==> config.mk <==
export PLATFORM = sky130hd
export DESIGN_NAME = crc_field_engine
export DESIGN_NICKNAME = d
export VERILOG_FILES = /design/src/rtl/crc_field_engine.sv
export SDC_FILE = /design/constraint.sdc
export NUM_CORES = 1
export LEC_CHECK = 0
export CAP_MARGIN = 10
export CORE_ASPECT_RATIO = 0.5
export CORE_MARGIN = 5
export CORE_UTILIZATION = 25
export DETAILED_ROUTE_END_ITERATION = 10
export RECOVER_POWER = 50
export SYNTH_ARGS = -nofsm -noshare
export SYNTH_HDL_FRONTEND = slang
export SYNTH_SLANG_ARGS = --single-unit
==> constraint.sdc <==
create_clock -name clk -period 7.6 [get_ports clk]
set_input_delay 1.14 -clock clk [delete_from_list [all_inputs] [get_ports clk]]
set_output_delay 1.14 -clock clk [all_outputs]
set_load 0.03 [all_outputs]
==> src/rtl/crc_field_engine.sv <==
// crc_field_engine: parametrised MSB-first CRC accumulator with a field-check FSM.
// A field is field_len data beats followed by CRC_W/DATA_W beats carrying the
// received CRC. The result is reported with a one-cycle done pulse and held
// crc_ok/crc_err flags. Outside a field check, enabled beats accumulate freely.
module crc_field_engine #(
    parameter int unsigned      CRC_W    = 16,
    parameter int unsigned      DATA_W   = 8,
    parameter logic [CRC_W-1:0] POLY     = 16'h1021,
    parameter logic [CRC_W-1:0] INIT     = 16'hFFFF,
    parameter logic [CRC_W-1:0] PRESET   = 16'hCDB4,
    parameter logic [CRC_W-1:0] RESIDUAL = 16'h0000,
    parameter int unsigned      CNT_W    = 11
) (
    input  logic              clk,
    input  logic              reset,
    input  logic              init,
    input  logic              start,
    input  logic              use_preset,
    input  logic [CNT_W-1:0]  field_len,
    input  logic              enable,
    input  logic [DATA_W-1:0] data_in,
    output logic [CRC_W-1:0]  crc_out,
    output logic              crc_valid,
    output logic [CNT_W-1:0]  byte_count,
    output logic              busy,
    output logic              done,
    output logic              crc_ok,
    output logic              crc_err
);

    localparam int unsigned CRC_BEATS = CRC_W / DATA_W;
    localparam int unsigned CB_W      = $clog2(CRC_BEATS + 1);

    typedef enum logic [1:0] {
        S_IDLE = 2'd0,
        S_DATA = 2'd1,
        S_CRC  = 2'd2
    } state_t;

    state_t            state_q;
    state_t            state_d;
    state_t            phase;

    logic [CRC_W-1:0]  crc_q;
    logic [CRC_W-1:0]  crc_d;
    logic [CRC_W-1:0]  seed;
    logic [CRC_W-1:0]  stepped;
    logic [CNT_W-1:0]  count_q;
    logic [CNT_W-1:0]  count_d;
    logic [CNT_W-1:0]  count_base;
    logic              valid_q;
    logic              valid_d;
    logic              busy_q;
    logic              busy_d;
    logic              done_q;
    logic              done_d;
    logic              ok_q;
    logic              ok_d;
    logic              err_q;
    logic              err_d;

    logic [CNT_W-1:0]  fcnt_q;
    logic [CNT_W-1:0]  fcnt_d;
    logic [CNT_W-1:0]  fcnt_eff;
    logic [CNT_W-1:0]  fcnt_inc;
    logic [CB_W-1:0]   ccnt_q;
    logic [CB_W-1:0]   ccnt_d;
    logic [CB_W-1:0]   ccnt_eff;
    logic [CB_W-1:0]   ccnt_inc;
    logic [CNT_W-1:0]  len_q;
    logic [CNT_W-1:0]  len_d;
    logic [CNT_W-1:0]  len_eff;
    logic              data_last;
    logic              crc_last;

    // One beat of DATA_W chained polynomial steps, MSB of the beat first.
    function automatic logic [CRC_W-1:0] crc_step(input logic [CRC_W-1:0] c,
                                                  input logic [DATA_W-1:0] d);
        logic [CRC_W-1:0] r;
        logic             fb;
        r = c;
        for (int i = DATA_W - 1; i >= 0; i--) begin
            fb = r[CRC_W-1] ^ d[i];
            r  = {r[CRC_W-2:0], 1'b0} ^ (fb ? POLY : '0);
        end
        return r;
    endfunction

    // FSM state register.
    always_ff @(posedge clk or posedge reset) begin
        if (reset) begin
            state_q <= S_IDLE;
        end else begin
            state_q <= state_d;
        end
    end

    // Next state; a start re-enters the field so a beat sampled with it counts as the first.
    always_comb begin
        phase    = state_q;
        fcnt_eff = fcnt_q;
        ccnt_eff = ccnt_q;
        len_eff  = len_q;
        if (start) begin
            phase    = (field_len == '0) ? S_CRC : S_DATA;
            fcnt_eff = '0;
            ccnt_eff = '0;
            len_eff  = field_len;
        end
        fcnt_inc  = fcnt_eff + CNT_W'(1);
        ccnt_inc  = ccnt_eff + CB_W'(1);
        data_last = enable && (phase == S_DATA) && (fcnt_inc == len_eff);
        crc_last  = enable && (phase == S_CRC) && (ccnt_inc == CB_W'(CRC_BEATS));
        state_d   = phase;
        if (data_last) begin
            state_d = S_CRC;
        end else if (crc_last) begin
            state_d = S_IDLE;
        end
        if (init) begin
            state_d = S_IDLE;
        end
    end

    // Output/datapath next values: seeding, beat folding, counters and field verdict.
    always_comb begin
        seed       = crc_q;
        count_base = count_q;
        valid_d    = valid_q;
        ok_d       = ok_q;
        err_d      = err_q;
        done_d     = 1'b0;
        fcnt_d     = fcnt_q;
        ccnt_d     = ccnt_q;
        len_d      = len_q;
        if (init) begin
            seed       = INIT;
            count_base = '0;
            valid_d    = 1'b0;
            ok_d       = 1'b0;
            err_d      = 1'b0;
            fcnt_d     = '0;
            ccnt_d     = '0;
        end else if (start) begin
            seed       = use_preset ? PRESET : INIT;
            count_base = '0;
            valid_d    = 1'b0;
            ok_d       = 1'b0;
            err_d      = 1'b0;
            fcnt_d     = fcnt_eff;
            ccnt_d     = ccnt_eff;
            len_d      = len_eff;
        end
        stepped = crc_step(seed, data_in);
        crc_d   = seed;
        count_d = count_base;
        if (enable) begin
            crc_d   = stepped;
            count_d = (&count_base) ? count_base : count_base + CNT_W'(1);
            valid_d = 1'b1;
            if (!init) begin
                if (phase == S_DATA) begin
                    fcnt_d = fcnt_inc;
                end
                if (phase == S_CRC) begin
                    ccnt_d = crc_last ? '0 : ccnt_inc;
                end
                if (crc_last) begin
                    done_d = 1'b1;
                    ok_d   = (stepped == RESIDUAL);
                    err_d  = (stepped != RESIDUAL);
                end
            end
        end
        busy_d = (state_d != S_IDLE);
    end

    // Datapath and output registers.
    always_ff @(posedge clk or posedge reset) begin
        if (reset) begin
            crc_q   <= INIT;
            count_q <= '0;
            valid_q <= 1'b0;
            busy_q  <= 1'b0;
            done_q  <= 1'b0;
            ok_q    <= 1'b0;
            err_q   <= 1'b0;
            fcnt_q  <= '0;
            ccnt_q  <= '0;
            len_q   <= '0;
        end else begin
            crc_q   <= crc_d;
            count_q <= count_d;
            valid_q <= valid_d;
            busy_q  <= busy_d;
            done_q  <= done_d;
            ok_q    <= ok_d;
            err_q   <= err_d;
            fcnt_q  <= fcnt_d;
            ccnt_q  <= ccnt_d;
            len_q   <= len_d;
        end
    end

    assign crc_out    = crc_q;
    assign crc_valid  = valid_q;
    assign byte_count = count_q;
    assign busy       = busy_q;
    assign done       = done_q;
    assign crc_ok     = ok_q;
    assign crc_err    = err_q;

endmodule

======== After elaboration in Yosys (flattened, before gate mapping) ========
Index checks and enable logic that the tools add are counted.
word-level totals
  register bits ........................... 58
  input port bits ......................... 25
  word-level logic and storage cells ...... 97
operators by class
  add/sub/neg operators ................... 3
  eq/ne operators ......................... 4
  mux-type cells .......................... 51
  bitwise gates (word level) .............. 17
  reduce and logical (&&, ||, !) cells .... 11
operators by type and width
  kind                   number
  $xor 16x13->16         8
  $mux 11                11
  $mux 13                8
  $mux 16                3
  $mux 2                 12
  $add 11x1->11 const B  2
  $logic_not 16->1       1
  $mux 1                 16
  $reduce_bool 16->1     1
  $mux 14                1
  $eq 11x11->1           1
  $logic_not 11->1       1
  $reduce_and 11->1      1
  $xor 1x1->1            8
  $eq 2x2->1 const B     2
  $logic_and 1x1->1      4
  $reduce_bool 3->1      1
  $add 2x1->2 const B    1
  $eq 2x1->1 const B     1
  $reduce_and 2->1       1
  $reduce_bool 2->1      1
  $not 1->1              1

======== Depth between registers and ports, before layout ========
Gate-level depths: netlist of the first run.
  word-level depth ........................ 31
  gate-level depth with buffers ........... 13
  gate-level depth less buffers ........... 9

======== Least setup slack after synthesis of the first run ========
Ideal clock, no wire load.
  path type ............................... input -> register
  start ................................... input port start
  end ..................................... register state_q[0]
  data arrival time ....................... 3.670 ns
  required time ........................... 7.465 ns
  slack ................................... 3.795 ns
  stages .................................. 13
  path through ............................ buf_4 -> buf_6 -> clkbuf_1 -> clkbuf_1 -> nor2b_1 -> ha_1 -> clkbuf_1 -> nand3_1 -> xnor2_1 -> o32ai_1 -> nand4_1 -> or4_1 -> nor3b_1
on the way
  cells in the longest elaborated chain, start to end .. 7
RTL lines
  element                                                line  source
  from (decl)                                            17    input logic start,
  branches (longest 5 deep; another with $add 11x1->11)  -
  $mux 2 *                                               115   if (data_last) begin
  $mux 2 *                                               120   if (init) begin
  named net state_d[0]                                   41    state_t state_d;
  to (signal assigned)                                   94    state_q <= state_d;
  to (decl)                                              40    state_t state_q;
Mark *: on every way through the listed nets, which the timed path passes.
A chain may end at the register's enable or synchronous reset.

======== Worst setup path in the final report of the first run ========
  start ................................... input port init
  end ..................................... register err_q (netlist: crc_err)
on the way
  cells in the longest elaborated chain, start to end .. 17
RTL lines
  element                                               line    source
  from (decl)                                           16      input logic init,
  $mux 16                                               136     if (init) begin
  $xor 16x13->16 / $xor 1x1->1 (equally long branches)  84, 83
  $xor 16x13->16 (tied with other cells) (2 in series)  84      r = {r[CRC_W-2:0], 1'b0} ^ (fb ? POLY : '0);
  $xor 1x1->1 (tied with other cells)                   83      fb = r[CRC_W-1] ^ d[i];
  $mux 13 / $xor 16x13->16 (equally long branches)      84
  $xor 16x13->16                                        84
  $xor 16x13->16 / $xor 1x1->1 (equally long branches)  84, 83
  $xor 16x13->16 (tied with other cells) (2 in series)  84
  $xor 1x1->1 (tied with other cells)                   83
  $mux 13 / $xor 16x13->16 (equally long branches)      84
  $xor 16x13->16                                        84
  $reduce_bool 16->1                                    171     err_d = (stepped != RESIDUAL);
  $mux 1                                                168     if (crc_last) begin
  $mux 1                                                161     if (!init) begin
  $mux 1 *                                              157     if (enable) begin
  named net err_d                                       60      logic err_d;
  to (signal assigned)                                  198     err_q <= err_d;
  to (decl)                                             59      logic err_q;
Mark *: on every way through the listed nets, which the timed path passes. The rest lies on a longest branch.

==> out/results.tsv, run 1 <==
stage	metric	value	unit
status	violations	capacitance limit, slew limit	
clock_network	cts_tree	done	
floorplan	chipWidth	181	microns
clock_network	hold_buffers	0	
sta	max_freq	211	MHz
sta	worstMarginPinSlew	3.17	ns
yosys	synth_cell_types	56	
yosys	synthArstFlopShare	100	%
grt	grt-ovfl-total	0	
floorplan	start_util	25.4	%
grt	antenna_found_initial	0	
critical_path	cp_top_family	buffers and inverters	
yosys	avgSynthCellArea	9.29	sq um
yosys	synth_area_leaders	dfrtp_1, dfstp_2, xnor2_1, xor2_1, nand2_1	
min_path	hold_path.class	register to register	
clock_network	cts-buffers-inserted	9	
yosys	yosysWarnings	0	
sta	post-route-min-period	4.74	ns
critical_path	worst-setup-path-type	input pin to register	
cells_and_area	post_layout_nonfiller_instances	648	
route	avgRoutedWirePerCell	14.7	microns
job	max-cap-violations	1	
cells_and_area	drive_gt1_share	11.3	%
placed_design	gp_congestion	0.879	
critical_path	crit_path_max_incr_delay	0.92	ns
clock_network	clockRootBuffer	clkbuf_16	
placed_design	dpl.hpwl	6940	microns
sta	holdWs	0.492	ns
route	antenna_left	0	
min_path	hold_depth	2	
critical_path	path_cells	clkdlybuf4s50_1 > clkbuf_1 > or2_0 > clkbuf_1 > o21ai_0 > a2111oi_4 > nand4_1 > a2111oi_2 > a21oi_1	
critical_path	critPathCaptureType	register	
sta	tns	0	ns
grt	grt_pass1_wl	15800	microns
yosys	synth_common_cells	dfrtp_1, nand2_1, nor2_1, xnor2_1, xor2_1	
cells_and_area	multi_input_area	2080	sq um
clock_network	clk_pin_slew	0.05	ns
clock_network	worstSkewPairLatency	0.32	ns
cells_and_area	fillers	1509	
yosys	syn-num-nets	423	
yosys	synth_edf_count	0	
sta	period_share	62.4	%
route	via_per_inst	4.61	
power	power.leakage	0.00183	uW
yosys	synth_area	3670	sq um
cells_and_area	regArea	1470	sq um
yosys	syn_inst	395	
placed_design	port_buffers	56	
floorplan	ios	57	
sta	setup_viol	0	
yosys	yosys.area.top_type	dfrtp_1	
critical_path	reg2reg_to	state_q[0]	
route	drc	0	
min_path	min_from	crc_valid	
status	outcome	finished with violations	
cells_and_area	final_net_count	473	
clock_network	post-cts-setup-buffers	0	
critical_path	r2r_setup_slack	5.03	ns
grt	grt_max_degree	59	
floorplan	core_area	14400	sq um
clock_network	cts_buffer_depth	2	
placed_design	dpl.cell_count	632	
clock_network	cts_resized	0	
critical_path	timing.rr.start	fcnt_q[0]	
yosys	synth_top_area_share	28.6	%
cells_and_area	area_growth	27.8	%
critical_path	worstSetupStartpointType	input pin	
yosys	yosysMostFrequentCell	dfrtp_1	
clock_network	htree_levels	3	
yosys	synth-seq-cells	58	
route	drt-pass1-iter-count	4	
critical_path	cpMostUsedCell	clkbuf_1	
clock_network	clkSinkCount	58	
floorplan	row_count	31	
critical_path	cp.buffers_inverters	3	
route	drt-total-wl	9520	microns
critical_path	arrival	4.94	ns
sta	fin_worst_skew	0.00406	ns
power	powerDensity	210	nW/um^2
sta	drv_slew	59	
sta	rsz0062_at_grt	false	
critical_path	crit_fanout	26	
yosys	ys.flop_type	dfrtp_1	
floorplan	die_h	95.7	microns
power	peakVddDrop	0.0000935	V
grt	grt.total_usage	11.3	%
grt	grt_pass1_vias	2944	
critical_path	cp_slowest_cell	clkbuf_1	
floorplan	die_area	17400	sq um
sta	hold_viol_final	0	
route	first_iter_violations	154	
min_path	hold_end	crc_valid	
critical_path	worstRegToRegCells	7	
sta	slew_headroom	-111	%
route	vias	2988	
critical_path	required	7.80	ns
cells_and_area	num_antenna_cells	0	
yosys	seq_area_frac_synth	40.1	%
state kept, by name (all words and copies together) (netlist names):
name and flops:
busy 1, byte_count 11, ccnt_q 2, crc_err 1, crc_ok 1, crc_out 16
crc_valid 1, done 1, fcnt_q 11, len_q 11, state_q 2
worst register-to-register path, cell delays in order (launching register included):
cell and delay, ns:
dfrtp_1 0.39, nor2b_1 0.23, ha_1 0.41, nand3_1 0.21
nor4b_1 0.34, o32ai_1 0.11, or4_1 0.55, nor3b_1 0.16
layout make-up:
class,count,area share [%]
Sequential cell,58,31.4
Clock buffer,13,5.12
Clock inverter,3,0.854
Tap cell,198,5.28
Multi-Input combinational cell,309,44.4
Inverter,5,0.400
Timing Repair Buffer,62,12.6
cells in the final DEF (no fill, tap or decap), types with 5 or more instances in the layout:
cell,instances
a21oi_1,23
a211oi_1,5
clkbuf_1,8
xnor2_1,32
nand3_1,13
mux2i_1,7
nor2b_1,7
o21ai_0,10
nand4_1,12
xor2_1,30
dfrtp_1,42
dlygate4sd3_1,14
nand2_1,40
nor2_1,37
clkbuf_16,9
dfstp_2,16
and3_1,6
nand2b_1,6
mux2_2,12
nor3_1,10
clkdlybuf4s50_1,42
metrics by stage:
| step | cell area (sq um) | setup slack [ns] | power [uW] | util (%) |
|---|---|---|---|---|
| finish | 4690 | 2.86 | 987 | 32.5 |
| CTS | 4710 | 3.71 | 1000 | 32.6 |
| global placement | 4430 | 3.45 | 609 | 30.7 |
| detailed placement | 4430 | 3.37 | 610 | 30.7 |
| floorplan | 3670 | 3.79 | 527 | - |
| global route | 4690 | 2.34 | 1030 | 32.5 |
routing by layer:
| metal | global-route usage, % | up-vias | wire, microns |
|---|---|---|---|
| met2 | 19.5 | 61 | 4640 |
| met4 | 3.25 | 0 | 119 |
| met1 | 14.4 | 1433 | 4370 |
| met3 | 2.59 | 10 | 378 |
| li1 | - | 1484 | - |
| met5 | 0 | - | 0 |
cells by family after synthesis:
family	after synthesis	synth area share, %
AO/OA/AOI/OAI	65	12.3
XOR/XNOR	64	16.1
adder cells (fa/ha/maj)	3	1.02
buffers and inverters	28	3.20
flip-flops	58	40.1
multiplexers	19	5.59
AND/OR/NAND/NOR	158	21.7
where the power goes:
group          internal, uW  total, uW  switching [uW]
clock network           253        385             133
registers               347        375            28.9
logic                   100        226             126
total                   699        987             288
worst max-delay path by stage:
stage / start / end / slack (ns) / depth (start not counted)
global route: init / crc_err / 2.34 / 9
global placement: start / state_q[0] / 3.45 / 10
CTS: start / state_q[0] / 3.71 / 9
floorplan: start / state_q[0] / 3.79 / 13
detailed placement: start / state_q[0] / 3.37 / 9
finish: init / crc_err / 2.86 / 9
(Power assumes the default switching activity.)
==> inputs of run 2 (changes only) <==
Clock period 7.6 ns to 3.95 ns, I/O delays scaled along.
==> out/results.tsv, run 2 (synthesized netlist as in run 1, its figures left out) <==
stage	metric	value	unit
status	outcome	finished clean	
sta	rsz0062_at_grt	false	
power	powerDensity	413	nW/um^2
route	via_per_inst	4.68	
route	drc	0	
cells_and_area	post_layout_nonfiller_instances	654	
critical_path	critPathCaptureType	register	
clock_network	hold_buffers	0	
sta	max_freq	311	MHz
clock_network	htree_levels	3	
clock_network	post-cts-setup-buffers	0	
grt	grt_pass1_wl	15900	microns
cells_and_area	layout_common_cells	dfrtp_1, nand2_1, clkdlybuf4s50_1	
placed_design	gp_congestion	0.868	
cells_and_area	final_common_cell	dfrtp_1	
sta	setup_viol	0	
cells_and_area	regArea	1470	sq um
sta	drv_slew	0	
sta	post-route-min-period	3.22	ns
grt	antenna_found_initial	0	
floorplan	die_h	95.7	microns
sta	tns	0	ns
floorplan	core_area	14400	sq um
power	peakVddDrop	0.000193	V
cells_and_area	final_net_count	479	
min_path	hold_path.class	register to register	
sta	period_share	81.5	%
clock_network	clockRootBuffer	clkbuf_16	
critical_path	worstSetupStartpointType	input pin	
grt	grt-ovfl-total	0	
sta	worstMarginPinSlew	1.21	ns
cells_and_area	largest_reg_flops	16	
sta	slew_headroom	19.0	%
cells_and_area	drive_gt1_share	13.6	%
sta	hold_viol_final	0	
route	drt-total-wl	9720	microns
cells_and_area	num_antenna_cells	0	
floorplan	ios	57	
cells_and_area	multi_input_area	2080	sq um
clock_network	cts-buffers-inserted	9	
clock_network	cts_tree	done	
critical_path	required	4.14	ns
clock_network	worstSkewPairLatency	0.32	ns
critical_path	arrival	3.41	ns
grt	grt_pass1_vias	3043	
route	drt-pass1-iter-count	5	
power	power.leakage	0.00190	uW
placed_design	dpl.hpwl	7210	microns
clock_network	cts_buffer_depth	2	
route	antenna_left	0	
placed_design	port_buffers	56	
route	vias	3062	
placed_design	dpl.cell_count	638	
job	max-cap-violations	0	
grt	grt.total_usage	11.4	%
cells_and_area	fillers	1483	
route	first_iter_violations	120	
floorplan	chipWidth	181	microns
cells_and_area	fin_area	4780	sq um
cells_and_area	area_growth	30.3	%
grt	grt_max_degree	31	
critical_path	worst-setup-path-type	input pin to register	
sta	fin_worst_skew	0.00443	ns
floorplan	row_count	31	
sta	holdWs	0.496	ns
clock_network	clkSinkCount	58	
floorplan	start_util	25.4	%
critical_path	crit_fanout	15	
clock_network	cts_resized	0	
clock_network	clk_pin_slew	0.05	ns
placed_design	place_area	4470	sq um
route	avgRoutedWirePerCell	14.9	microns
floorplan	die_area	17400	sq um
==> run 2: changes by cell type in the layout (fill, tap and decap cells not counted) <==
cell | before | now
buf_4 | 2 | 11
clkbuf_1 | 8 | 3
clkbuf_8 | 0 | 4
clkdlybuf4s50_1 | 42 | 40
clkinv_1 | 1 | 0
clkinv_2 | 2 | 0
dlygate4sd3_1 | 14 | 16
inv_1 | 4 | 5
==> run 2: critical path, cell delays in order <==
cell	delay, ns
dlygate4sd3_1	0.74
or2_0	0.39
clkbuf_1	0.24
or3_4	0.44
a2111oi_4	0.35
nand4_1	0.14
a2111oi_2	0.38
a21oi_1	0.13
==> run 2: report_power, final <==
group / leakage, uW / switching (uW) / internal (uW)
Clock: 0.000156 / 259 / 557
Sequential: 0.000722 / 53.8 / 667
Combinational: 0.00102 / 244 / 199
==> run 2: path summary, 6_finish.rpt <==
check	start	to	slack (ns)	depth (start not counted)
max in group asynchronous	reset	crc_out[1]	1.84	3
min reg2reg	crc_valid	crc_valid	0.50	2
min in group asynchronous	reset	byte_count[4]	1.04	2
max reg2reg	fcnt_q[0]	state_q[0]	1.47	8
min	crc_valid	crc_valid	0.50	2
max	start	crc_err	0.73	8
==> run 2: per-layer routing <==
layer	track usage, %	wire [microns]	vias to the layer above
met5	0	0	-
met2	19.5	4680	57
li1	-	-	1497
met1	14.5	4500	1493
met4	3.75	154	0
met3	2.52	383	15
==> run 2: per-stage QoR <==
stage / power, uW / utilization (%) / setup WS [ns]
CTS: 2010 / 33.2 / 0.805
global placement: 1170 / 31.0 / 0.522
global route: 2070 / 33.2 / 0.430
detailed placement: 1180 / 31.0 / 0.475
finish: 1980 / 33.2 / 0.731
floorplan: 1010 / - / 0.692
==> run 2: final cells by class <==
class / count / area share (%)
inverter: 5 / 0.392
clock inverter: 1 / 0.628
clock buffer: 15 / 6.01
sequential: 58 / 30.8
tap: 198 / 5.18
multi-input combinational: 309 / 43.5
timing repair buffer: 68 / 13.5
==> inputs of run 3 (changes only) <==
Clock period 3.95 ns to 3.1 ns, I/O delays scaled along.
==> out/results.tsv, run 3 (synthesized netlist as in run 1, its figures left out) <==
stage	metric	value	unit
status	outcome	finished clean	
sta	post-route-min-period	2.76	ns
route	first_iter_violations	135	
power	seq_power_share	37.7	%
job	max-cap-violations	0	
floorplan	core_area	14400	sq um
cells_and_area	fillers	1491	
clock_network	cts_resized	0	
clock_network	clkSinkCount	58	
clock_network	post-cts-setup-buffers	0	
power	peakVddDrop	0.000263	V
cells_and_area	final_net_count	491	
grt	antenna_found_initial	0	
critical_path	worst-setup-path-type	input pin to register	
cells_and_area	layout_common_cells	dfrtp_1, clkdlybuf4s50_1, nand2_1	
sta	holdWs	0.499	ns
grt	grt.total_usage	12.0	%
critical_path	crit_fanout	14	
route	drt-pass1-iter-count	5	
route	antenna_left	0	
clock_network	hold_buffers	0	
sta	drv_slew	0	
sta	max_freq	362	MHz
route	vias	3093	
critical_path	critPathCaptureType	register	
power	clock_power_share	38.5	%
power	p_int	1710	uW
floorplan	ios	57	
clock_network	worstSkewPairLatency	0.33	ns
sta	period_share	89.1	%
grt	grt-ovfl-total	0	
clock_network	cts_tree	done	
route	drt-total-wl	10000	microns
cells_and_area	post_layout_nonfiller_instances	666	
sta	fin_worst_skew	0.00821	ns
placed_design	gp_congestion	0.865	
power	power_switching	720	uW
sta	setup_viol	0	
sta	hold_viol_final	0	
sta	slew_headroom	25.3	%
floorplan	die_area	17400	sq um
placed_design	port_buffers	56	
cells_and_area	drive_gt1_share	15.4	%
grt	grt_pass1_vias	3052	
power	power.leakage	0.00194	uW
route	via_per_inst	4.64	
floorplan	row_count	31	
clock_network	clockRootBuffer	clkbuf_16	
critical_path	path_cells	clkdlybuf4s50_1 > buf_4 > nor3b_1 > nand4_1 > a32o_1 > or4b_2 > a21oi_1	
clock_network	cts_buffer_depth	2	
sta	tns	0	ns
clock_network	htree_levels	3	
route	drc	0	
route	avgRoutedWirePerCell	15.1	microns
power	p_sw_share	29.6	%
cells_and_area	largest_reg_flops	16	
critical_path	cp_slowest_cell	clkdlybuf4s50_1	
sta	worstMarginPinSlew	1.12	ns
critical_path	required	3.35	ns
placed_design	dpl.cell_count	650	
clock_network	clk_pin_slew	0.05	ns
cells_and_area	area_growth	32.0	%
grt	grt_max_degree	30	
floorplan	start_util	25.4	%
min_path	hold_path.class	register to register	
floorplan	die_h	95.7	microns
floorplan	chipWidth	181	microns
cells_and_area	regArea	1470	sq um
grt	grt_pass1_wl	16600	microns
placed_design	dpl.hpwl	7630	microns
critical_path	worstSetupStartpointType	input pin	
critical_path	arrival	3.01	ns
power	powerDensity	502	nW/um^2
critical_path	crit_path_max_incr_delay	0.61	ns
cells_and_area	num_antenna_cells	0	
power	combinationalPowerShare	23.8	%
sta	rsz0062_at_grt	false	
cells_and_area	multi_input_area	2080	sq um
clock_network	cts-buffers-inserted	9	
## run 3: changes by cell type in the layout (fill, tap and decap cells not counted), sizes merged
cell | previous run | this run
buf | 11 | 22
dlygate4sd3 | 16 | 14
clkdlybuf4s50 | 40 | 42
clkinv | 0 | 2
bufinv | 1 | 0
## run 3: per-layer routing
metal | wire (microns) | vias to the layer above | global-route usage [%]
met5 | 0 | - | 0
met4 | 146 | 0 | 4.00
met3 | 408 | 12 | 3.13
met2 | 4680 | 57 | 19.3
met1 | 4820 | 1504 | 15.9
li1 | - | 1520 | -
## run 3: area by class of cell
class	count	share of cell area, %
clock buffer	14	5.65
clock inverter	2	0.207
inverter	5	0.387
multi-input combinational	309	42.9
sequential	58	30.4
tap	198	5.11
timing repair buffer	80	15.4
## run 3: power by group through the flow
stage | clock network (uW) | logic [uW] | registers, uW
2_1_floorplan | 0 | 306 | 987
6_report | 937 | 579 | 918
3_3_place_gp | 0 | 580 | 930
4_1_cts | 963 | 588 | 918
5_1_grt | 994 | 630 | 928
3_5_place_dp | 0 | 584 | 929
## run 3: final timing paths
kind | from | to | slack, ns | depth (start not counted)
worst max-delay path | start | ccnt_q[1] | 0.34 | 7
worst min-delay path | crc_valid | crc_valid | 0.50 | 2
worst min register to register | crc_valid | crc_valid | 0.50 | 2
max in group asynchronous | reset | fcnt_q[2] | 0.84 | 3
worst max register to register | fcnt_q[0] | state_q[0] | 0.63 | 7
min in group asynchronous | reset | byte_count[5] | 0.87 | 2
## run 3: worst max-delay path: cells and delay by family
kind | cells | cell delay [ns]
AO/OA/AOI/OAI | 2 | 0.49
buffers and inverters | 2 | 0.86
AND/OR/NAND/NOR | 3 | 1.19
## run 3: metrics by stage
| stage | power (uW) | cell area [sq um] | worst slack (ns) | utilization [%] |
|---|---|---|---|---|
| finish | 2430 | 4850 | 0.339 | 33.6 |
| global route | 2550 | 4850 | 0.0845 | 33.6 |
| CTS | 2470 | 4860 | 0.347 | 33.7 |
| detailed placement | 1510 | 4570 | 0.0132 | 31.7 |
| global placement | 1510 | 4570 | 0.0917 | 31.7 |
| floorplan | 1290 | 3670 | 0.0248 | - |
